## src/rtl/gf2m_pkg.sv

```systemverilog
// Shared state encoding, default field constants and digit-count helper
// for the digit-serial GF(2^m) multiplier family.
package gf2m_pkg;

  typedef enum logic [1:0] {
    IDLE = 2'd0,
    RUN  = 2'd1,
    DONE = 2'd2,
    OUT  = 2'd3
  } kmul_state_e;

  localparam int         M_AES    = 8;
  localparam logic [8:0] POLY_AES = 9'h11B;

  function automatic int num_digits(input int m, input int d);
    return (m + d - 1) / d;
  endfunction

endpackage

```

## src/rtl/gf2_kmul_digit.sv

```systemverilog
// Combinational carry-less M x D product (width M+D-1) built as a recursive
// Karatsuba tree over the digit width, with schoolbook leaves at 2 bits.
module gf2_kmul_digit #(
  parameter int M = 8,
  parameter int D = 4
) (
  input  logic [M-1:0]   a,
  input  logic [D-1:0]   b,
  output logic [M+D-2:0] p
);

  localparam int PW = M + D - 1;

  if (D <= 2) begin : g_leaf
    always_comb begin
      p = '0;
      for (int j = 0; j < D; j++) begin
        if (b[j]) p = p ^ (PW'(a) << j);
      end
    end
  end else begin : g_split
    // Split at floor(D/2) so every partial product lands inside PW bits
    // and the recursion keeps its first operand at least as wide as the digit.
    localparam int H  = D / 2;
    localparam int AH = M - H;
    localparam int BH = D - H;
    localparam int QW = AH + BH - 1;

    logic [2*H-2:0] p0;
    logic [QW-1:0]  p2;
    logic [QW-1:0]  pm;
    logic [QW-1:0]  mid;
    logic [AH-1:0]  a_sum;
    logic [BH-1:0]  b_sum;

    assign a_sum = a[M-1:H] ^ AH'(a[H-1:0]);
    assign b_sum = b[D-1:H] ^ BH'(b[H-1:0]);

    gf2_kmul_digit #(.M(H), .D(H)) u_lo (
      .a (a[H-1:0]),
      .b (b[H-1:0]),
      .p (p0)
    );

    gf2_kmul_digit #(.M(AH), .D(BH)) u_hi (
      .a (a[M-1:H]),
      .b (b[D-1:H]),
      .p (p2)
    );

    gf2_kmul_digit #(.M(AH), .D(BH)) u_mid (
      .a (a_sum),
      .b (b_sum),
      .p (pm)
    );

    assign mid = pm ^ p2 ^ QW'(p0);
    assign p   = {p2, {(2*H){1'b0}}} ^ (PW'(mid) << H) ^ PW'(p0);
  end

endmodule

```

## src/rtl/gf2m_kmul_seq.sv

```systemverilog
// Digit-serial GF(2^M) multiplier c = a*b mod POLY, one D-bit digit of b per cycle.
// Optional GF2M_KMUL_OUT_REG_EN adds a registered output stage (state OUT).
//
// state | meaning
// IDLE  | waiting for operands, in_ready=1
// RUN   | consuming one digit of b per cycle, MSB digit first
// OUT   | loading the output register from acc (GF2M_KMUL_OUT_REG_EN only)
// DONE  | raising out_valid, holding c until out_ready
module gf2m_kmul_seq
  import gf2m_pkg::*;
#(
  parameter int         M    = M_AES,
  parameter int         D    = 4,
  parameter logic [M:0] POLY = (M+1)'(POLY_AES)
) (
  input  logic         clk,
  input  logic         rst,
  input  logic         in_valid,
  output logic         in_ready,
  input  logic [M-1:0] a,
  input  logic [M-1:0] b,
  output logic         out_valid,
  input  logic         out_ready,
  output logic [M-1:0] c
);

  localparam int N  = num_digits(M, D);
  localparam int NW = N * D;
  localparam int FW = M + D;
  localparam int CW = (N > 1) ? $clog2(N) : 1;

  kmul_state_e     state;
  logic [M-1:0]    a_reg;
  logic [NW-1:0]   b_reg;
  logic [M-1:0]    acc;
  logic [CW-1:0]   cnt;
  logic [D-1:0]    dig;
  logic [M+D-2:0]  kprod;
  logic [FW-1:0]   fold;
  logic [M-1:0]    acc_next;

  assign dig = b_reg[NW-1 -: D];

  gf2_kmul_digit #(.M(M), .D(D)) u_kmul (
    .a (a_reg),
    .b (dig),
    .p (kprod)
  );

  // acc*x^D needs M+D bits; fold the top D bits back down, highest first.
  always_comb begin
    fold = {acc, {D{1'b0}}} ^ FW'(kprod);
    for (int i = FW - 1; i >= M; i--) begin
      if (fold[i]) fold = fold ^ (FW'(POLY) << (i - M));
    end
    acc_next = fold[M-1:0];
  end

`ifdef GF2M_KMUL_OUT_REG_EN
  logic [M-1:0] c_reg;
  assign c = c_reg;
`else
  assign c = acc;
`endif

  always_ff @(posedge clk) begin
    if (rst) begin
      state     <= IDLE;
      in_ready  <= 1'b1;
      out_valid <= 1'b0;
      a_reg     <= '0;
      b_reg     <= '0;
      acc       <= '0;
      cnt       <= '0;
`ifdef GF2M_KMUL_OUT_REG_EN
      c_reg     <= '0;
`endif
    end else begin
      case (state)
        IDLE: begin
          if (in_valid && in_ready) begin
            a_reg    <= a;
            b_reg    <= NW'(b);
            acc      <= '0;
            cnt      <= CW'(N - 1);
            in_ready <= 1'b0;
            state    <= RUN;
          end
        end
        RUN: begin
          acc   <= acc_next;
          b_reg <= b_reg << D;
          if (cnt == '0) begin
`ifdef GF2M_KMUL_OUT_REG_EN
            state <= OUT;
`else
            state <= DONE;
`endif
          end else begin
            cnt <= cnt - CW'(1);
          end
        end
`ifdef GF2M_KMUL_OUT_REG_EN
        OUT: begin
          c_reg <= acc;
          state <= DONE;
        end
`endif
        DONE: begin
          // out_valid rises one cycle after entering DONE; out_ready only
          // counts once the result is actually being presented.
          if (!out_valid) begin
            out_valid <= 1'b1;
          end else if (out_ready) begin
            out_valid <= 1'b0;
            in_ready  <= 1'b1;
            state     <= IDLE;
          end
        end
        default: begin
          out_valid <= 1'b0;
          in_ready  <= 1'b1;
          state     <= IDLE;
        end
      endcase
    end
  end

endmodule

```

## config.mk

```make
export PLATFORM = sky130hd
export DESIGN_NAME = gf2m_kmul_seq
export DESIGN_NICKNAME = d
export VERILOG_FILES = /design/src/rtl/gf2m_pkg.sv /design/src/rtl/gf2_kmul_digit.sv /design/src/rtl/gf2m_kmul_seq.sv
export SDC_FILE = /design/constraint.sdc
export NUM_CORES = 1
export LEC_CHECK = 0
export ABC_AREA = 1
export CORE_MARGIN = 1
export CORE_UTILIZATION = 45
export CTS_CLUSTER_DIAMETER = 30
export CTS_CLUSTER_SIZE = 24
export DETAILED_ROUTE_END_ITERATION = 16
export MAX_ROUTING_LAYER = met4
export PLACE_DENSITY = 0.68
export SETUP_SLACK_MARGIN = 0.5
export SYNTH_ARGS = -nofsm -noshare
export SYNTH_HDL_FRONTEND = slang
export SYNTH_SLANG_ARGS = --single-unit
export TNS_END_PERCENT = 1
```

## constraint.sdc

```tcl
create_clock -name clk -period 2.06 [get_ports clk]
set_clock_uncertainty 0.1 [all_clocks]
set_input_delay 0.206 -clock clk [delete_from_list [all_inputs] [get_ports clk]]
set_output_delay 0.206 -clock clk [all_outputs]
set_load 0.03 [all_outputs]
```

# Word level (Yosys, flattened, before mapping)
# Cells that the tools add are included.
[totals] register_bits=29 in_bits=20 output_inout_bits=10 elab_cells=66
[op_classes] add_sub_neg=1 n_eq_ne=6 mux=29 bitwise=15 n_reduce_logical=8
[op_table] cell="case mux 8 bit (2 select lines)" n=2
[op_table] cell="2-to-1 mux 8 bit" n=3
[op_table] cell="2-to-1 mux 7 bit" n=3
[op_table] cell="bitwise XOR 7 bit" n=3
[op_table] cell="2-to-1 mux 6 bit" n=3
[op_table] cell="NOT 4 bit" n=4
[op_table] cell="bitwise XOR 12 x 11 -> 12 bit" n=1
[op_table] cell="bitwise XOR 11 x 3 -> 11 bit" n=1
[op_table] cell="bitwise XOR 11 x 9 -> 11 bit" n=1
[op_table] cell="2-to-1 mux 2 bit" n=5
[op_table] cell="inequality test 2 bit (second input constant)" n=4
[op_table] cell="AND reduction 4 bit" n=2
[op_table] cell="2-to-1 mux 1 bit" n=7
[op_table] cell="bitwise XOR 7 x 3 -> 7 bit" n=1
[op_table] cell="case mux 2 bit (3 select lines)" n=1
[op_table] cell="bitwise XOR 6 x 2 -> 6 bit" n=1
[op_table] cell="2-to-1 mux 5 bit" n=1
[op_table] cell="case mux 1 bit (2 select lines)" n=2
[op_table] cell="AND reduction 2 bit" n=2
[op_table] cell="2-to-1 mux 3 bit" n=1
[op_table] cell="case mux 1 bit (3 select lines)" n=1
[op_table] cell="bitwise XOR 3 bit" n=1
[op_table] cell="equality test 2 x 1 -> 1 bit (second input constant)" n=1
[op_table] cell="equality test 2 bit (second input constant)" n=1
[op_table] cell="7 further kinds" n=7

# Logic depth before layout (Yosys ltp)
# Gate-level depths: netlist of run 1.
[depth] word_depth=18 mapped_depth=14 depth_no_buf=14

# Cells and area by module
# From an unflattened synthesis of run 1, not the netlist that was laid out.
[unflattened] cells_unflattened=378 hier_area_um2=2062.0
[by_module_without_submodules] module="gf2m_kmul_seq" n_inst=1 cells_per_inst=223 area_per_inst_um2=1443.9 seq_area_each_um2=580.6
[by_module_without_submodules] module="gf2_kmul_digit (u_kmul)" n_inst=1 cells_per_inst=77 area_per_inst_um2=325.3 seq_area_each_um2=0.0
[by_module_without_submodules] module="gf2_kmul_digit (u_kmul.g_split.u_hi ...)" n_inst=2 cells_per_inst=34 area_per_inst_um2=127.6 seq_area_each_um2=0.0
[by_module_without_submodules] module="gf2_kmul_digit (u_kmul.g_split.u_lo)" n_inst=1 cells_per_inst=10 area_per_inst_um2=37.5 seq_area_each_um2=0.0

# Worst setup path after synthesis of run 1
# OpenSTA, ideal clock, no wires.
[synth_path] path_type="register to register" from="register in_ready" to="register a_reg[7]" setup_ns=0.128 t_arrival_ns=1.427 required_time_ns=1.832 setup_slack_ns=0.405 stages_incl_launch_ff=7 path_buffers=1 synth_period_minus_slack_ns=1.655 cell_sequence="dfxtp_1 > nand2_1 > nor2_2 > inv_1 > clkbuf_1 > o21ai_0 > a21oi_1"
[synth_via] elab_chain_cells=2
[synth_rtl] element="start, declared" line_no="gf2m_kmul_seq.sv:19" source="output logic in_ready,"
[synth_rtl] element="start signal, assigned" line_no="gf2m_kmul_seq.sv:69" source="in_ready <= 1'b1;"
[synth_rtl] element="start signal, assigned" line_no="gf2m_kmul_seq.sv:86" source="in_ready <= 1'b0;"
[synth_rtl] element="start signal, assigned" line_no="gf2m_kmul_seq.sv:116" source="in_ready <= 1'b1;"
[synth_rtl] element="logical AND 1 bit" line_no="gf2m_kmul_seq.sv:81" source="if (in_valid && in_ready) begin"
[synth_rtl] element="AND reduction 2 bit (no source line)"
[synth_rtl] element="end signal, assigned" line_no="gf2m_kmul_seq.sv:71" source="a_reg <= '0;"
[synth_rtl] element="end signal, assigned" line_no="gf2m_kmul_seq.sv:82" source="a_reg <= a;"
[synth_rtl] element="end, declared" line_no="gf2m_kmul_seq.sv:33" source="logic [M-1:0] a_reg;"
# Every way passes these cells.
# A chain may end at the register's enable or synchronous reset.

# Worst setup path in the final report of run 1
[layout_path] from="register acc[1] (netlist: c[1])" to="output c[1]"
[layout_rtl] element="start, declared" line_no="gf2m_kmul_seq.sv:35" source="logic [M-1:0] acc;"
[layout_rtl] element="start signal, assigned" line_no="gf2m_kmul_seq.sv:91" source="acc <= acc_next;"
[layout_rtl] element="end, declared" line_no="gf2m_kmul_seq.sv:24" source="output logic [M-1:0] c"
# No word-level cell between the ends.

==> results of run 1 <==
## repair_timing
item / 4_1_cts / 5_1_grt
gates cloned: 0 / 1
hold buffers: 0 / 0
setup endpoints to repair: 30 / 34
setup buffers: 0 / 8
pin swaps: 0 / 5
resized for setup: 4 / 34
## cell usage after synthesis (2+ instances only)
library cell,number,share of area [%]
o221ai_1,3,1.3
nor2_1,14,2.6
nand2_2,6,1.8
dfxtp_1,29,28
buf_6,2,1.1
o21ai_0,12,2.9
nand2_1,127,23
inv_1,35,6.4
inv_2,3,0.55
nand2_4,3,1.7
nand3_1,31,7.6
a21oi_1,25,6.1
clkbuf_1,5,0.92
nand4_1,3,0.92
nor2_4,2,1.1
xor2_1,10,4.3
xnor2_1,7,3.0
## power by group
| part | leakage [nW] | total (mW) | internal (mW) | switching (mW) |
|---|---|---|---|---|
| clock | 0.0574 | 0.632 | 0.393 | 0.239 |
| combinational | 0.902 | 2.42 | 0.908 | 1.51 |
| sequential | 0.242 | 1.05 | 0.791 | 0.257 |
| total | 1.20 | 4.10 | 2.09 | 2.01 |
## how the worst min path moves through the flow
stage	to	slack, ps	cells after the start
2_1_floorplan	a_reg[1]	240	2
3_3_place_gp	b_reg[1]	350	2
3_5_place_dp	b_reg[1]	360	2
4_1_cts	b_reg[1]	360	2
5_1_grt	in_ready	390	2
6_report	b_reg[2]	360	2
## area by class of cell
class | count | share of cell area [%]
multi-input combinational | 254 | 49.74
tap | 52 | 2.440
timing repair inverter | 1 | 0.2816
inverter | 38 | 5.490
timing repair buffer | 43 | 14.97
clock buffer | 6 | 3.097
sequential | 29 | 22.57
clock inverter | 2 | 1.408
## layer usage
metal,track usage (%),share of wire [%],vias to the layer above
met4,9.070,2.4,0
met3,3.488,3.4,8
met2,36.68,48,49
met1,29.14,46,937
li1,-,-,1129
met5,-,0,-
## logic make-up (layout without fill, tap and decap cells)
group           after synthesis  count (layout)  synth area share [%]
compound gates               45              45                 12.26
flops                        29              29                 28.43
simple gates                190             190                 40.63
xor+xnor                     19              19                 9.437
buf+inv                      46              90                 9.252
## worst register-to-register path, delay by kind of cell (launching register included)
kind | cells | cell delay [ps]
and+or+nand+nor | 7 | 660
DFF | 1 | 440
AOI/OAI and AO/OA | 1 | 130
buffers and inverters | 1 | 40
xor gates and xnor gates | 1 | 180
==> impl_results.html, run 1 <==
<table>
<tr><th>Metric</th><th>Value</th></tr>
<tr><th colspan="2">Logic synthesis</th></tr>
<tr><td>Sequential-to-total area share from yosys stat</td><td>28.43%</td></tr>
<tr><td>Avg Synthesized Cell Area</td><td>6.207 sq um</td></tr>
<tr><td>Leading register cell type out of synthesis</td><td>dfxtp_1</td></tr>
<tr><td>Yosys warns</td><td>0</td></tr>
<tr><td>Post-synth net total</td><td>349</td></tr>
<tr><td>Count of cell types in the netlist</td><td>29</td></tr>
<tr><td>FF+latch count, synth</td><td>29</td></tr>
<tr><td>Post-synth ARST share</td><td>0%</td></tr>
<tr><td>Number of enable-type register cells in the synthesized netlist</td><td>0</td></tr>
<tr><td>Mapped cell area</td><td>2042 sq um</td></tr>
<tr><td>Syn Inst Count</td><td>329</td></tr>
<tr><th colspan="2">Global route</th></tr>
<tr><td>Aggregate global routing overflow</td><td>0</td></tr>
<tr><td>Largest net degree at the start of global routing</td><td>18</td></tr>
<tr><td>Global-route wire length before repair</td><td>8.597 mm</td></tr>
<tr><td>Global routing usage summed across all routing layers</td><td>22.97%</td></tr>
<tr><td>Vias in the first global route</td><td>1925</td></tr>
<tr><td>Antenna violations before repair</td><td>0</td></tr>
<tr><th colspan="2">Setup path</th></tr>
<tr><td>Largest delay share family, worst path</td><td>buffers and inverters</td></tr>
<tr><td>Destination of the critical timing path</td><td>c[1]</td></tr>
<tr><td>RR Endpoint</td><td>c[1]</td></tr>
<tr><td>Critical path startpoint</td><td>c[1]</td></tr>
<tr><td>Required time worst endpoint</td><td>1750 ps</td></tr>
<tr><td>Classification of the worst setup path</td><td>flop to output port</td></tr>
<tr><td>Cell chain of the critical path</td><td>clkdlybuf4s50_1</td></tr>
<tr><td>CP max FO</td><td>4</td></tr>
<tr><td>CP max stage cell</td><td>clkdlybuf4s50_1</td></tr>
<tr><td>Startpoint Class</td><td>flop</td></tr>
<tr><td>Logic depth of the worst register-to-register path</td><td>10</td></tr>
<tr><td>Number of logic stages on the critical path including buffering</td><td>1</td></tr>
<tr><td>Element type at the critical path end</td><td>output port</td></tr>
<tr><td>Buffer and inverter count on the worst path</td><td>1</td></tr>
<tr><td>Worst EP arrival</td><td>1380 ps</td></tr>
<tr><td>Critical Path Max Stage Delay</td><td>700 ps</td></tr>
<tr><td>Reg2Reg Setup Slack</td><td>430 ps</td></tr>
<tr><td>Reg2Reg Launch Point</td><td>a_reg[5]</td></tr>
<tr><th colspan="2">Placed design</th></tr>
<tr><td>Weighted congestion at the end of routability-driven global placement</td><td>0.9200</td></tr>
<tr><td>Placed Cells</td><td>408</td></tr>
<tr><td>Placed inst area</td><td>2397 sq um</td></tr>
<tr><td>Sum of net half-perimeters after detailed placement</td><td>3.854 mm</td></tr>
<tr><td>Post-placement setup slack</td><td>-34.28 ps</td></tr>
<tr><td>Port Buffers</td><td>29</td></tr>
<tr><th colspan="2">Route</th></tr>
<tr><td>Detailed Route Iter0 Violations</td><td>71</td></tr>
<tr><td>First-pass detailed-route iteration total</td><td>5</td></tr>
<tr><td>WL/cell</td><td>12.15 um</td></tr>
<tr><td>Total via count after detailed routing</td><td>2123</td></tr>
<tr><td>Detailed-route DRC error count</td><td>0</td></tr>
<tr><td>Count of nets left with antenna violations after detail routing</td><td>0</td></tr>
<tr><td>Total wire length after detailed routing</td><td>5.163 mm</td></tr>
<tr><td>Via/cell ratio</td><td>4.995</td></tr>
<tr><th colspan="2">Finish</th></tr>
<tr><td>Fraction of layout instances using a drive strength above 1</td><td>17.69%</td></tr>
<tr><td>Sequential standard cell area</td><td>601.8 sq um</td></tr>
<tr><td>Inserted Diodes</td><td>0</td></tr>
<tr><td>Finished layout cell area</td><td>2666 sq um</td></tr>
<tr><td>Most frequent standard cell in the layout excluding fill and tap cells</td><td>nand2_1</td></tr>
<tr><td>Signed area change from the synthesized netlist to the final layout</td><td>30.58%</td></tr>
<tr><td>Total Nets Final</td><td>392</td></tr>
<tr><td>Area used by multi-input combinational logic</td><td>1326 sq um</td></tr>
<tr><td>Number of filler cells placed in the layout</td><td>422</td></tr>
<tr><td>Core Util, Final</td><td>61.24%</td></tr>
<tr><td>Most used cells in the layout excluding fill and tap cells</td><td>nand2_1, inv_1, nand3_1, clkdlybuf4s50_1, a21oi_1</td></tr>
<tr><td>Cell Count, Final, Fillers Out</td><td>425</td></tr>
<tr><th colspan="2">Clock tree</th></tr>
<tr><td>Clock Sink Count</td><td>29</td></tr>
<tr><td>Number of H-tree levels</td><td>2</td></tr>
<tr><td>Clock insertion delay at the later pin of the skew report</td><td>280 ps</td></tr>
<tr><td>Worst-path clk slew</td><td>70 ps</td></tr>
<tr><td>Root Driver</td><td>clkbuf_8</td></tr>
<tr><td>TritonCTS clock tree</td><td>built</td></tr>
<tr><td>Number of buffers on the longest clock path</td><td>2</td></tr>
<tr><td>Total clock buffers created by CTS</td><td>5</td></tr>
<tr><th colspan="2">Power and ir drop</th></tr>
<tr><td>Peak supply drop</td><td>0.0008554 V</td></tr>
<tr><td>Power Dens Cells</td><td>1538 nW/um^2</td></tr>
<tr><td>Power consumption</td><td>4.100 mW</td></tr>
<tr><td>Leakage power</td><td>1.201 nW</td></tr>
<tr><th colspan="2">Flow run</th></tr>
<tr><td>Maxcap violations</td><td>0</td></tr>
<tr><th colspan="2">Timing</th></tr>
<tr><td>Highest clock frequency the design can meet</td><td>592.0 MHz</td></tr>
<tr><td>Relative max-transition margin</td><td>52.59%</td></tr>
<tr><td>Transition time at the pin with the least slew margin</td><td>710.4 ps</td></tr>
<tr><td>Setup repair after global routing missed its margin</td><td>true</td></tr>
<tr><td>Summed negative setup slack over all endpoints</td><td>0 ps</td></tr>
<tr><td>Tightest hold margin</td><td>363.6 ps</td></tr>
<tr><td>Period minus WS final</td><td>1689 ps</td></tr>
<tr><td>Hold violation count in the final report</td><td>0</td></tr>
<tr><td>Max Slew Vio Count</td><td>0</td></tr>
<tr><td>Share of the cycle needed by the critical path after routing</td><td>82.00%</td></tr>
<tr><td>Endpoints failing setup</td><td>0</td></tr>
<tr><td>Worst path setup slack after routing</td><td>370.8 ps</td></tr>
<tr><th colspan="2">Die</th></tr>
<tr><td>Die H</td><td>69.36 um</td></tr>
<tr><td>Floorplan core area</td><td>4354 sq um</td></tr>
<tr><td>Count of boundary I/O pins</td><td>30</td></tr>
<tr><td>Site Rows</td><td>24</td></tr>
<tr><td>Die extent in x</td><td>69.36 um</td></tr>
<tr><td>Starting utilization of the core area</td><td>46.90%</td></tr>
<tr><td>Die Footprint</td><td>4811 sq um</td></tr>
<tr><th colspan="2">Hold path</th></tr>
<tr><td>Tightest Hold Check Type</td><td>flop to flop</td></tr>
<tr><td>Hold Path Origin</td><td>b_reg[2]</td></tr>
<tr><th colspan="2">Outcome</th></tr>
<tr><td>Run status</td><td>finished, final reports clean</td></tr>
</table>
(Power assumes the default switching activity.)
==> run 2, diff against run 1 <==
--- a/config.mk
+++ b/config.mk
@@ -12,7 +12,7 @@
 export CTS_CLUSTER_SIZE = 24
 export DETAILED_ROUTE_END_ITERATION = 16
 export MAX_ROUTING_LAYER = met4
-export PLACE_DENSITY = 0.68
+export PLACE_DENSITY = 0.71
 export SETUP_SLACK_MARGIN = 0.5
 export SYNTH_ARGS = -nofsm -noshare
 export SYNTH_HDL_FRONTEND = slang
==> constraint.sdc (replaced) <==
create_clock -name clk -period 1.5 [get_ports clk]
set_clock_uncertainty 0.1 [all_clocks]
set_input_delay 0.15 -clock clk [delete_from_list [all_inputs] [get_ports clk]]
set_output_delay 0.15 -clock clk [all_outputs]
set_load 0.03 [all_outputs]
==> run 2 against run 1 <==
The run now ends with setup timing left; critical path depth rose by 9; design area rose by 16%; via count rose by 5.9%; utilization rose by 9.7 points; sequential power rose by 42%; combinational power rose by 78%; global-route usage rose by 0.79 points; sequential share of layout area fell by 2.3 points; worst hold slack got worse by 44 ps; critical endpoint is now c[7].
==> impl_results.html, run 2 (synthesized netlist as in run 1, its figures left out) <==
<table>
<tr><th>Metric</th><th>Value</th></tr>
<tr><th colspan="2">Setup path</th></tr>
<tr><td>Cell chain of the critical path</td><td>buf_4 -&gt; nand2_1 -&gt; nand2_1 -&gt; o21ai_2 -&gt; nand2_1 -&gt; o21ai_0 -&gt; nand2_1 -&gt; nand3_1 -&gt; nand3_1 -&gt; a21oi_1</td></tr>
<tr><td>Largest delay share family, worst path</td><td>simple AND/OR/NAND/NOR gates</td></tr>
<tr><td>CP most frequent cell</td><td>nand2_1</td></tr>
<tr><td>Classification of the worst setup path</td><td>flop to flop</td></tr>
<tr><td>Startpoint Class</td><td>flop</td></tr>
<tr><td>Critical Path Max Stage Delay</td><td>370 ps (-330 ps)</td></tr>
<tr><td>Reg2Reg Launch Point</td><td>b_reg[7]</td></tr>
<tr><td>Buffer and inverter count on the worst path</td><td>1 (unchanged)</td></tr>
<tr><td>CP max stage cell</td><td>dfxtp_4</td></tr>
<tr><td>Required time worst endpoint</td><td>1610 ps (-140 ps)</td></tr>
<tr><td>CP max FO</td><td>5 (+1)</td></tr>
<tr><td>Critical path startpoint</td><td>b_reg[7]</td></tr>
<tr><td>Element type at the critical path end</td><td>flop</td></tr>
<tr><td>Worst EP arrival</td><td>1760 ps (+380 ps)</td></tr>
<tr><th colspan="2">Route</th></tr>
<tr><td>Detailed-route DRC error count</td><td>0 (unchanged)</td></tr>
<tr><td>First-pass detailed-route iteration total</td><td>4 (-1)</td></tr>
<tr><td>Total via count after detailed routing</td><td>2249 (+5.9%)</td></tr>
<tr><td>Detailed Route Iter0 Violations</td><td>104 (+46%)</td></tr>
<tr><td>Count of nets left with antenna violations after detail routing</td><td>0 (unchanged)</td></tr>
<tr><td>Via/cell ratio</td><td>4.987 (-0.17%)</td></tr>
<tr><td>Total wire length after detailed routing</td><td>5.661 mm (+9.6%)</td></tr>
<tr><td>WL/cell</td><td>12.55 um (+3.3%)</td></tr>
<tr><th colspan="2">Die</th></tr>
<tr><td>Count of boundary I/O pins</td><td>30 (unchanged)</td></tr>
<tr><td>Die Footprint</td><td>4811 sq um (unchanged)</td></tr>
<tr><td>Site Rows</td><td>24 (unchanged)</td></tr>
<tr><td>Starting utilization of the core area</td><td>46.90% (unchanged)</td></tr>
<tr><td>Floorplan core area</td><td>4354 sq um (unchanged)</td></tr>
<tr><td>Die H</td><td>69.36 um (unchanged)</td></tr>
<tr><td>Die extent in x</td><td>69.36 um (unchanged)</td></tr>
<tr><th colspan="2">Outcome</th></tr>
<tr><td>Violations in the final reports</td><td>setup timing</td></tr>
<tr><td>Run status</td><td>complete, but fails checks</td></tr>
<tr><th colspan="2">Clock tree</th></tr>
<tr><td>Total clock buffers created by CTS</td><td>5 (unchanged)</td></tr>
<tr><td>Clock Sink Count</td><td>29 (unchanged)</td></tr>
<tr><td>Hold buffer count at cts</td><td>0 (unchanged)</td></tr>
<tr><td>TritonCTS clock tree</td><td>built</td></tr>
<tr><td>Root Driver</td><td>clkbuf_8</td></tr>
<tr><td>Number of buffers on the longest clock path</td><td>2 (unchanged)</td></tr>
<tr><td>Clock insertion delay at the later pin of the skew report</td><td>280 ps (about the same)</td></tr>
<tr><td>Worst-path clk slew</td><td>70 ps (about the same)</td></tr>
<tr><td>Number of H-tree levels</td><td>2 (unchanged)</td></tr>
<tr><th colspan="2">Timing</th></tr>
<tr><td>Share of the cycle needed by the critical path after routing</td><td>109.7%</td></tr>
<tr><td>Highest clock frequency the design can meet</td><td>607.7 MHz</td></tr>
<tr><td>Transition time at the pin with the least slew margin</td><td>406.4 ps (-304.0 ps)</td></tr>
<tr><td>Relative max-transition margin</td><td>72.84% (+20 points)</td></tr>
<tr><td>Hold violation count in the final report</td><td>0 (unchanged)</td></tr>
<tr><td>Max Slew Vio Count</td><td>0 (unchanged)</td></tr>
<tr><td>Setup repair after global routing missed its margin</td><td>true</td></tr>
<tr><td>Tightest hold margin</td><td>320.1 ps (-43.51 ps)</td></tr>
<tr><td>Period minus WS final</td><td>1646 ps</td></tr>
<tr><td>Summed negative setup slack over all endpoints</td><td>-794.0 ps (-794.0 ps)</td></tr>
<tr><td>Endpoints failing setup</td><td>8 (+8)</td></tr>
<tr><td>Worst path setup slack after routing</td><td>-145.7 ps (-516.4 ps)</td></tr>
<tr><th colspan="2">Power and ir drop</th></tr>
<tr><td>Internal power of the cells</td><td>3.343 mW (+60%)</td></tr>
<tr><td>Power Dens Cells</td><td>2109 nW/um^2 (+37%)</td></tr>
<tr><td>Sequential share of power</td><td>22.8% (-2.8 points)</td></tr>
<tr><td>Peak supply drop</td><td>0.001233 V (+44%)</td></tr>
<tr><td>Power consumption</td><td>6.516 mW (+59%)</td></tr>
<tr><td>Power share of the clock group</td><td>11.1% (-4.3 points)</td></tr>
<tr><td>Total net switching power</td><td>3.173 mW (+58%)</td></tr>
<tr><td>Leakage power</td><td>1.385 nW (+15%)</td></tr>
<tr><td>Switch share</td><td>48.70% (-0.26 points)</td></tr>
<tr><td>Combinational cell fraction of total power</td><td>66.1% (+7.1 points)</td></tr>
<tr><th colspan="2">Global route</th></tr>
<tr><td>Global-route wire length before repair</td><td>8.894 mm (+3.5%)</td></tr>
<tr><td>Routing layer with the top usage in global route</td><td>met2</td></tr>
<tr><td>Met3 routing resource usage after global routing</td><td>3.924% (+0.44 points)</td></tr>
<tr><td>Global routing usage summed across all routing layers</td><td>23.76% (+0.79 points)</td></tr>
<tr><td>Aggregate global routing overflow</td><td>0 (unchanged)</td></tr>
<tr><td>Met1 routing resource usage after global routing</td><td>30.50% (+1.4 points)</td></tr>
<tr><td>Largest net degree at the start of global routing</td><td>17 (-1)</td></tr>
<tr><td>Antenna violations before repair</td><td>0 (unchanged)</td></tr>
<tr><td>Vias in the first global route</td><td>1917 (-0.42%)</td></tr>
<tr><td>Met2 routing resource usage after global routing</td><td>38.19% (+1.5 points)</td></tr>
<tr><th colspan="2">Finish</th></tr>
<tr><td>Number of filler cells placed in the layout</td><td>350 (-17%)</td></tr>
<tr><td>Finished layout cell area</td><td>3089 sq um (+16%)</td></tr>
<tr><td>Fraction of layout instances using a drive strength above 1</td><td>38.35% (+21 points)</td></tr>
<tr><td>Inserted Diodes</td><td>0 (unchanged)</td></tr>
<tr><td>Signed area change from the synthesized netlist to the final layout</td><td>51.29%</td></tr>
<tr><td>Total Nets Final</td><td>418 (+6.6%)</td></tr>
<tr><td>Most frequent standard cell in the layout excluding fill and tap cells</td><td>nand2_1</td></tr>
<tr><td>Most used cells in the layout excluding fill and tap cells</td><td>nand2_1, buf_4, inv_1, nand2_2, nand3_1</td></tr>
<tr><th colspan="2">Hold path</th></tr>
<tr><td>Tightest Hold Check Type</td><td>input port to flop</td></tr>
<tr><td>Hold Path Origin</td><td>b[0]</td></tr>
<tr><th colspan="2">Placed design</th></tr>
<tr><td>Sum of net half-perimeters after detailed placement</td><td>4.051 mm (+5.1%)</td></tr>
<tr><td>Placed inst area</td><td>2643 sq um (+10%)</td></tr>
<tr><td>Port Buffers</td><td>29 (unchanged)</td></tr>
<tr><td>Weighted congestion at the end of routability-driven global placement</td><td>0.8749 (-4.9%)</td></tr>
<tr><th colspan="2">Flow run</th></tr>
<tr><td>Maxcap violations</td><td>0 (unchanged)</td></tr>
</table>
-- run 2: cell types whose count changed in the layout (fill, tap and decap cells not counted), sizes merged --
| cell | delta |
|---|---|
| clkinv | +1 |
| inv | +1 |
| clkbuf | +2 |
| buf | +36 |
| bufinv | -1 |
| clkdlybuf4s50 | -7 |
| clkinvlp | -3 |
| dlymetal6s2s | -1 |
| dlygate4sd2 | -2 |
-- run 2: metal layers --
layer	part of all wire, %	vias to the layer above	wire length [um]
li1	-	1184	-
met1	46	1008	2583
met2	50	43	2809
met3	2.5	14	142
met4	2.2	0	125
met5	0	-	0
-- run 2: worst paths after layout --
check | slack, ps | to | cells past startpoint
worst min-delay path | 320 | b_reg[0] | 3
worst min register to register | 360 | b_reg[2] | 2
worst max register to register | -150 | c[7] | 10
worst max-delay path | -150 | c[7] | 10
-- run 2: per-stage QoR --
step / instances / util [%] / worst slack (ps)
2_1_floorplan: 329 / - / 40.73
5_1_grt: 451 / 70.95 / -263.7
4_1_cts: 445 / 65.32 / -92.57
3_5_place_dp: 437 / 60.69 / -541.2
6_report: 451 / 70.95 / -145.7
3_3_place_gp: 437 / 60.69 / -534.9
-- run 2: power groups by stage --
stage	combinational [mW]	clock, mW	sequential [mW]
after global routing	4.72	0.775	1.53
after CTS	3.70	0.731	1.46
final	4.31	0.720	1.49
after global placement	3.43	0	1.40
after detailed placement	3.49	0	1.40
after floorplan	2.21	0	1.49
-- run 2: tightest hold or removal path, stage by stage --
cell             delay [ps]
clkdlybuf4s50_1         390
nand2_1                  60
a21oi_1                  50
-- run 2: cell type report --
cell class / count / area, sq um / share of cell area, %
clock buffer: 7 / 96.34 / 3.119
clock inverter: 1 / 5.005 / 0.1620
inverter: 38 / 147.6 / 4.779
multi-input combinational: 254 / 1523 / 49.29
sequential: 29 / 626.9 / 20.29
tap: 52 / 65.06 / 2.106
timing repair buffer: 70 / 625.6 / 20.25
-- run 2: repair_timing --
item / in CTS / in global routing
buffers inserted: 0 / 6
pin swaps: 15 / 28
endpoints found under the hold margin: 0 / 0
resized for setup: 100 / 65
endpoints found under the setup margin: 39 / 39
==> run 3, diff against run 2 <==
--- a/config.mk
+++ b/config.mk
@@ -6,7 +6,6 @@
 export NUM_CORES = 1
 export LEC_CHECK = 0
 export ABC_AREA = 1
-export CORE_MARGIN = 1
 export CORE_UTILIZATION = 45
 export CTS_CLUSTER_DIAMETER = 30
 export CTS_CLUSTER_SIZE = 24
@@ -16,5 +15,6 @@
 export SETUP_SLACK_MARGIN = 0.5
 export SYNTH_ARGS = -nofsm -noshare
 export SYNTH_HDL_FRONTEND = slang
+export SYNTH_HIERARCHICAL = 1
 export SYNTH_SLANG_ARGS = --single-unit
 export TNS_END_PERCENT = 1
==> run 3 against run 2 <==
The run still ends with setup timing left; critical endpoint is now c[3]; first-iteration DRC count increased by 57%; synthesized cell count is 15% higher; largest cell class unchanged; critical path type unchanged; total power grew 17%.
==> impl_results.html, run 3 <==
<table>
<tr><th>Metric</th><th>Value</th></tr>
<tr><th colspan="2">Outcome</th></tr>
<tr><td>Run status</td><td>complete, but fails checks</td></tr>
<tr><td>Violations in the final reports</td><td>setup timing</td></tr>
<tr><th colspan="2">Power and ir drop</th></tr>
<tr><td>Leakage power</td><td>1.483 nW (+7.1%)</td></tr>
<tr><td>Power Dens Cells</td><td>2539 nW/um^2 (+20%)</td></tr>
<tr><td>Combinational cell fraction of total power</td><td>70.2% (+4.1 points)</td></tr>
<tr><td>Switch share</td><td>48.87% (+0.17 points)</td></tr>
<tr><td>Sequential share of power</td><td>19.6% (-3.2 points)</td></tr>
<tr><td>Power share of the clock group</td><td>10.2% (-0.9 points)</td></tr>
<tr><td>Internal power of the cells</td><td>3.902 mW (+17%)</td></tr>
<tr><td>Power consumption</td><td>7.633 mW (+17%)</td></tr>
<tr><td>Peak supply drop</td><td>0.001525 V (+24%)</td></tr>
<tr><td>Total net switching power</td><td>3.730 mW (+18%)</td></tr>
<tr><th colspan="2">Finish</th></tr>
<tr><td>Sequential standard cell area</td><td>599.3 sq um (-4.4%)</td></tr>
<tr><td>Cell Count, Final, Fillers Out</td><td>500 (+11%)</td></tr>
<tr><td>Most frequent standard cell in the layout excluding fill and tap cells</td><td>nand2_1</td></tr>
<tr><td>Number of filler cells placed in the layout</td><td>391 (+12%)</td></tr>
<tr><td>Inserted Diodes</td><td>0 (unchanged)</td></tr>
<tr><td>Most used cells in the layout excluding fill and tap cells</td><td>nand2_1, inv_1, buf_4, nor2_1</td></tr>
<tr><td>Area used by multi-input combinational logic</td><td>1394 sq um (-8.5%)</td></tr>
<tr><td>Signed area change from the synthesized netlist to the final layout</td><td>45.81%</td></tr>
<tr><td>Total Nets Final</td><td>467 (+12%)</td></tr>
<tr><td>Fraction of layout instances using a drive strength above 1</td><td>23.44% (-15 points)</td></tr>
<tr><th colspan="2">Setup path</th></tr>
<tr><td>Startpoint Class</td><td>flop</td></tr>
<tr><td>Number of logic stages on the critical path including buffering</td><td>17 (+7)</td></tr>
<tr><td>Worst EP arrival</td><td>2080 ps (+320 ps)</td></tr>
<tr><td>CP most frequent cell</td><td>nand2_1</td></tr>
<tr><td>Logic depth of the worst register-to-register path</td><td>17 (+7)</td></tr>
<tr><td>Buffer and inverter count on the worst path</td><td>3 (+2)</td></tr>
<tr><td>CP max stage cell</td><td>dfxtp_4</td></tr>
<tr><td>Required time worst endpoint</td><td>1620 ps (about the same)</td></tr>
<tr><td>Largest delay share family, worst path</td><td>simple AND/OR/NAND/NOR gates</td></tr>
<tr><td>CP max FO</td><td>4 (-1)</td></tr>
<tr><td>Critical path startpoint</td><td>b_reg[7]</td></tr>
<tr><td>Element type at the critical path end</td><td>flop</td></tr>
<tr><td>Cell chain of the critical path</td><td>xor2_4 -&gt; nand2_2 -&gt; nand2_2 -&gt; inv_1 -&gt; nor2_2 -&gt; inv_1 -&gt; nand2_2 -&gt; nand3_1 -&gt; nand2_1 -&gt; inv_1 -&gt; nand2_1 -&gt; nand2_1 -&gt; nand2_1 -&gt; nand2_1 -&gt; nand2_1 -&gt; nand3_1 -&gt; a21oi_1</td></tr>
<tr><td>Classification of the worst setup path</td><td>flop to flop</td></tr>
<tr><td>Critical Path Max Stage Delay</td><td>390 ps (+20 ps)</td></tr>
<tr><td>Reg2Reg Launch Point</td><td>b_reg[7]</td></tr>
<tr><th colspan="2">Timing</th></tr>
<tr><td>Transition time at the pin with the least slew margin</td><td>301.9 ps (-104.4 ps)</td></tr>
<tr><td>Summed negative setup slack over all endpoints</td><td>-3240 ps (-2446 ps)</td></tr>
<tr><td>Share of the cycle needed by the critical path after routing</td><td>130.4% (+21 points)</td></tr>
<tr><td>Highest clock frequency the design can meet</td><td>511.2 MHz (-16%)</td></tr>
<tr><td>Endpoints failing setup</td><td>8 (unchanged)</td></tr>
<tr><td>Max Slew Vio Count</td><td>0 (unchanged)</td></tr>
<tr><td>Worst path setup slack after routing</td><td>-456.2 ps (-310.6 ps)</td></tr>
<tr><td>Period minus WS final</td><td>1956 ps (+310.6 ps)</td></tr>
<tr><td>Hold violation count in the final report</td><td>0 (unchanged)</td></tr>
<tr><td>Relative max-transition margin</td><td>79.95% (+7.1 points)</td></tr>
<tr><td>Setup repair after global routing missed its margin</td><td>true</td></tr>
<tr><th colspan="2">Logic synthesis</th></tr>
<tr><td>Simple logic cell fraction of the synthesized area</td><td>48.42% (+7.8 points)</td></tr>
<tr><td>Yosys warns</td><td>6 (+6)</td></tr>
<tr><td>Adder and majority gate portion of the synthesized area</td><td>0% (unchanged)</td></tr>
<tr><td>Post-synth net total</td><td>398 (+14%)</td></tr>
<tr><td>Library cell with the largest summed area after synthesis</td><td>nand2_1</td></tr>
<tr><td>Count of cell types in the netlist</td><td>24 (-17%)</td></tr>
<tr><td>FF+latch count, synth</td><td>29 (unchanged)</td></tr>
<tr><td>Area fraction in compound gates after synthesis</td><td>8.617% (-3.6 points)</td></tr>
<tr><td>Fraction of synthesized cell area taken by the top area cell type</td><td>31.31% (+2.9 points)</td></tr>
<tr><td>Post-synth ARST share</td><td>0% (unchanged)</td></tr>
<tr><td>Sequential-to-total area share from yosys stat</td><td>28.16% (-0.28 points)</td></tr>
<tr><td>Top area cells in the synthesized netlist</td><td>nand2_1, dfxtp_1, inv_1, nor2_1, nand3_1</td></tr>
<tr><td>Multiplexer share of the synthesized area</td><td>0% (unchanged)</td></tr>
<tr><td>Mapped cell area</td><td>2062 sq um (+0.98%)</td></tr>
<tr><td>Number of enable-type register cells in the synthesized netlist</td><td>0 (unchanged)</td></tr>
<tr><td>Post-synthesis xor/xnor area fraction</td><td>2.973% (-6.5 points)</td></tr>
<tr><td>Leading register cell type out of synthesis</td><td>dfxtp_1</td></tr>
<tr><td>Leading cell type by number of instances after synthesis</td><td>nand2_1</td></tr>
<tr><td>Top cells by count, synth</td><td>nand2_1, inv_1, nor2_1</td></tr>
<tr><td>Syn Inst Count</td><td>378 (+15%)</td></tr>
<tr><td>Largest family of logic cells by synthesized area</td><td>simple AND/OR/NAND/NOR gates</td></tr>
<tr><td>Avg Synthesized Cell Area</td><td>5.455 sq um (-12%)</td></tr>
<tr><th colspan="2">Hold path</th></tr>
<tr><td>Hold Path Origin</td><td>b[2]</td></tr>
<tr><td>Tightest Hold Check Type</td><td>input port to flop</td></tr>
<tr><td>Number of instances on the worst hold path</td><td>3 (unchanged)</td></tr>
<tr><th colspan="2">Die</th></tr>
<tr><td>Die extent in x</td><td>69.69 um (+0.48%)</td></tr>
<tr><td>Die Footprint</td><td>4857 sq um (+0.95%)</td></tr>
<tr><td>Die H</td><td>69.69 um (+0.48%)</td></tr>
<tr><td>Starting utilization of the core area</td><td>47.03% (+0.14 points)</td></tr>
<tr><td>Floorplan core area</td><td>4384 sq um (+0.69%)</td></tr>
<tr><td>Site Rows</td><td>24 (unchanged)</td></tr>
<tr><td>Count of boundary I/O pins</td><td>30 (unchanged)</td></tr>
<tr><th colspan="2">Clock tree</th></tr>
<tr><td>Number of buffers on the longest clock path</td><td>2 (unchanged)</td></tr>
<tr><td>TritonCTS clock tree</td><td>built</td></tr>
<tr><td>Number of H-tree levels</td><td>2 (unchanged)</td></tr>
<tr><td>Hold buffer count at cts</td><td>0 (unchanged)</td></tr>
<tr><td>Root Driver</td><td>clkbuf_8</td></tr>
<tr><td>Setup Buffers After CTS</td><td>0 (unchanged)</td></tr>
<tr><td>Clock Sink Count</td><td>29 (unchanged)</td></tr>
<tr><td>Clock insertion delay at the later pin of the skew report</td><td>280 ps (about the same)</td></tr>
<tr><td>Total clock buffers created by CTS</td><td>5 (unchanged)</td></tr>
<tr><td>Worst-path clk slew</td><td>70 ps (about the same)</td></tr>
<tr><th colspan="2">Global route</th></tr>
<tr><td>Global-route wire length before repair</td><td>9.425 mm (+6.0%)</td></tr>
<tr><td>Vias in the first global route</td><td>2208 (+15%)</td></tr>
<tr><td>Largest net degree at the start of global routing</td><td>16 (-1)</td></tr>
<tr><td>Antenna violations before repair</td><td>0 (unchanged)</td></tr>
<tr><td>Aggregate global routing overflow</td><td>0 (unchanged)</td></tr>
<tr><td>Global routing usage summed across all routing layers</td><td>24.73% (+0.97 points)</td></tr>
<tr><th colspan="2">Placed design</th></tr>
<tr><td>Port Buffers</td><td>29 (unchanged)</td></tr>
<tr><td>Post-placement setup slack</td><td>-502.2 ps (+39.04 ps)</td></tr>
<tr><td>Sum of net half-perimeters after detailed placement</td><td>4.124 mm (+1.8%)</td></tr>
<tr><td>Weighted congestion at the end of routability-driven global placement</td><td>0.8873 (+1.4%)</td></tr>
<tr><td>Placed Cells</td><td>492 (+13%)</td></tr>
<tr><th colspan="2">Route</th></tr>
<tr><td>Detailed Route Iter0 Violations</td><td>163 (+57%)</td></tr>
<tr><td>Count of nets left with antenna violations after detail routing</td><td>0 (unchanged)</td></tr>
<tr><td>Total via count after detailed routing</td><td>2439 (+8.4%)</td></tr>
<tr><td>Total wire length after detailed routing</td><td>5.440 mm (-3.9%)</td></tr>
<tr><td>First-pass detailed-route iteration total</td><td>4 (unchanged)</td></tr>
<tr><td>Detailed-route DRC error count</td><td>0 (unchanged)</td></tr>
<tr><td>Via/cell ratio</td><td>4.878 (-2.2%)</td></tr>
<tr><td>WL/cell</td><td>10.88 um (-13%)</td></tr>
<tr><th colspan="2">Flow run</th></tr>
<tr><td>Maxcap violations</td><td>0 (unchanged)</td></tr>
</table>
## run 3: changes by cell type after synthesis, sizes merged, moves of 2 or more
cell    delta
a21oi     -10
a31oi      +3
clkbuf     -2
inv       +17
nand2     +39
nand3      -9
nand4      -3
nor2      +28
o221ai     -3
xnor2      -6
xor2       -6
## run 3: cells by family after synthesis
kind of cell	Yosys count
buf+inv	61
simple gates	247
compound gates	34
flops	29
xor+xnor	7
## run 3: worst paths after layout
path | endpoint | slack (ps)
min reg2reg | b_reg[0] | 370
max | c[3] | -460
min | b_reg[2] | 320
max reg2reg | c[3] | -460
## run 3: stage by stage
step / util, % / hold WS [ps] / cell area, sq um
after global placement: 62.96 / 356.3 / 2760
after global routing: 68.58 / 325.0 / 3007
after floorplan: - / 184.9 / 2112
final: 68.58 / 324.0 / 3007
after CTS: 67.38 / 323.3 / 2954
after detailed placement: 62.96 / 365.4 / 2760
## run 3: metal layers
layer,wire [um],vias to the layer above,share of wire [%],track usage [%]
met3,201,9,3.7,5.959
met1,2388,1097,44,28.31
li1,-,1287,-,-
met4,68,0,1.3,9.556
met5,0,-,0,-
met2,2781,46,51,41.75
## run 3: cell type report
class / instances / share of cell area [%]
Timing Repair Buffer: 68 / 20.39
Sequential cell: 29 / 19.93
Clock buffer: 8 / 3.704
Tap cell: 52 / 2.164
Inverter: 55 / 7.449
Multi-Input combinational cell: 288 / 46.36
## run 3: power groups by stage
stage          Clock [mW]  Sequential [mW]  Combinational, mW
6_report            0.775             1.50               5.36
3_5_place_dp            0             1.44               4.83
2_1_floorplan           0             1.60               3.05
3_3_place_gp            0             1.44               4.75
5_1_grt             0.838             1.55               5.99
4_1_cts             0.781             1.47               5.15
## run 3: worst min-delay path: cells and delay by family
kind	cells	cell delay [ps]
buffers and inverters	1	390
AO/OA/AOI/OAI	1	50
AND/OR/NAND/NOR	1	60
## run 3: repair_timing
action	CTS	global route
resized for setup	97	13
pin swaps	12	10
endpoints found under the setup margin	38	39
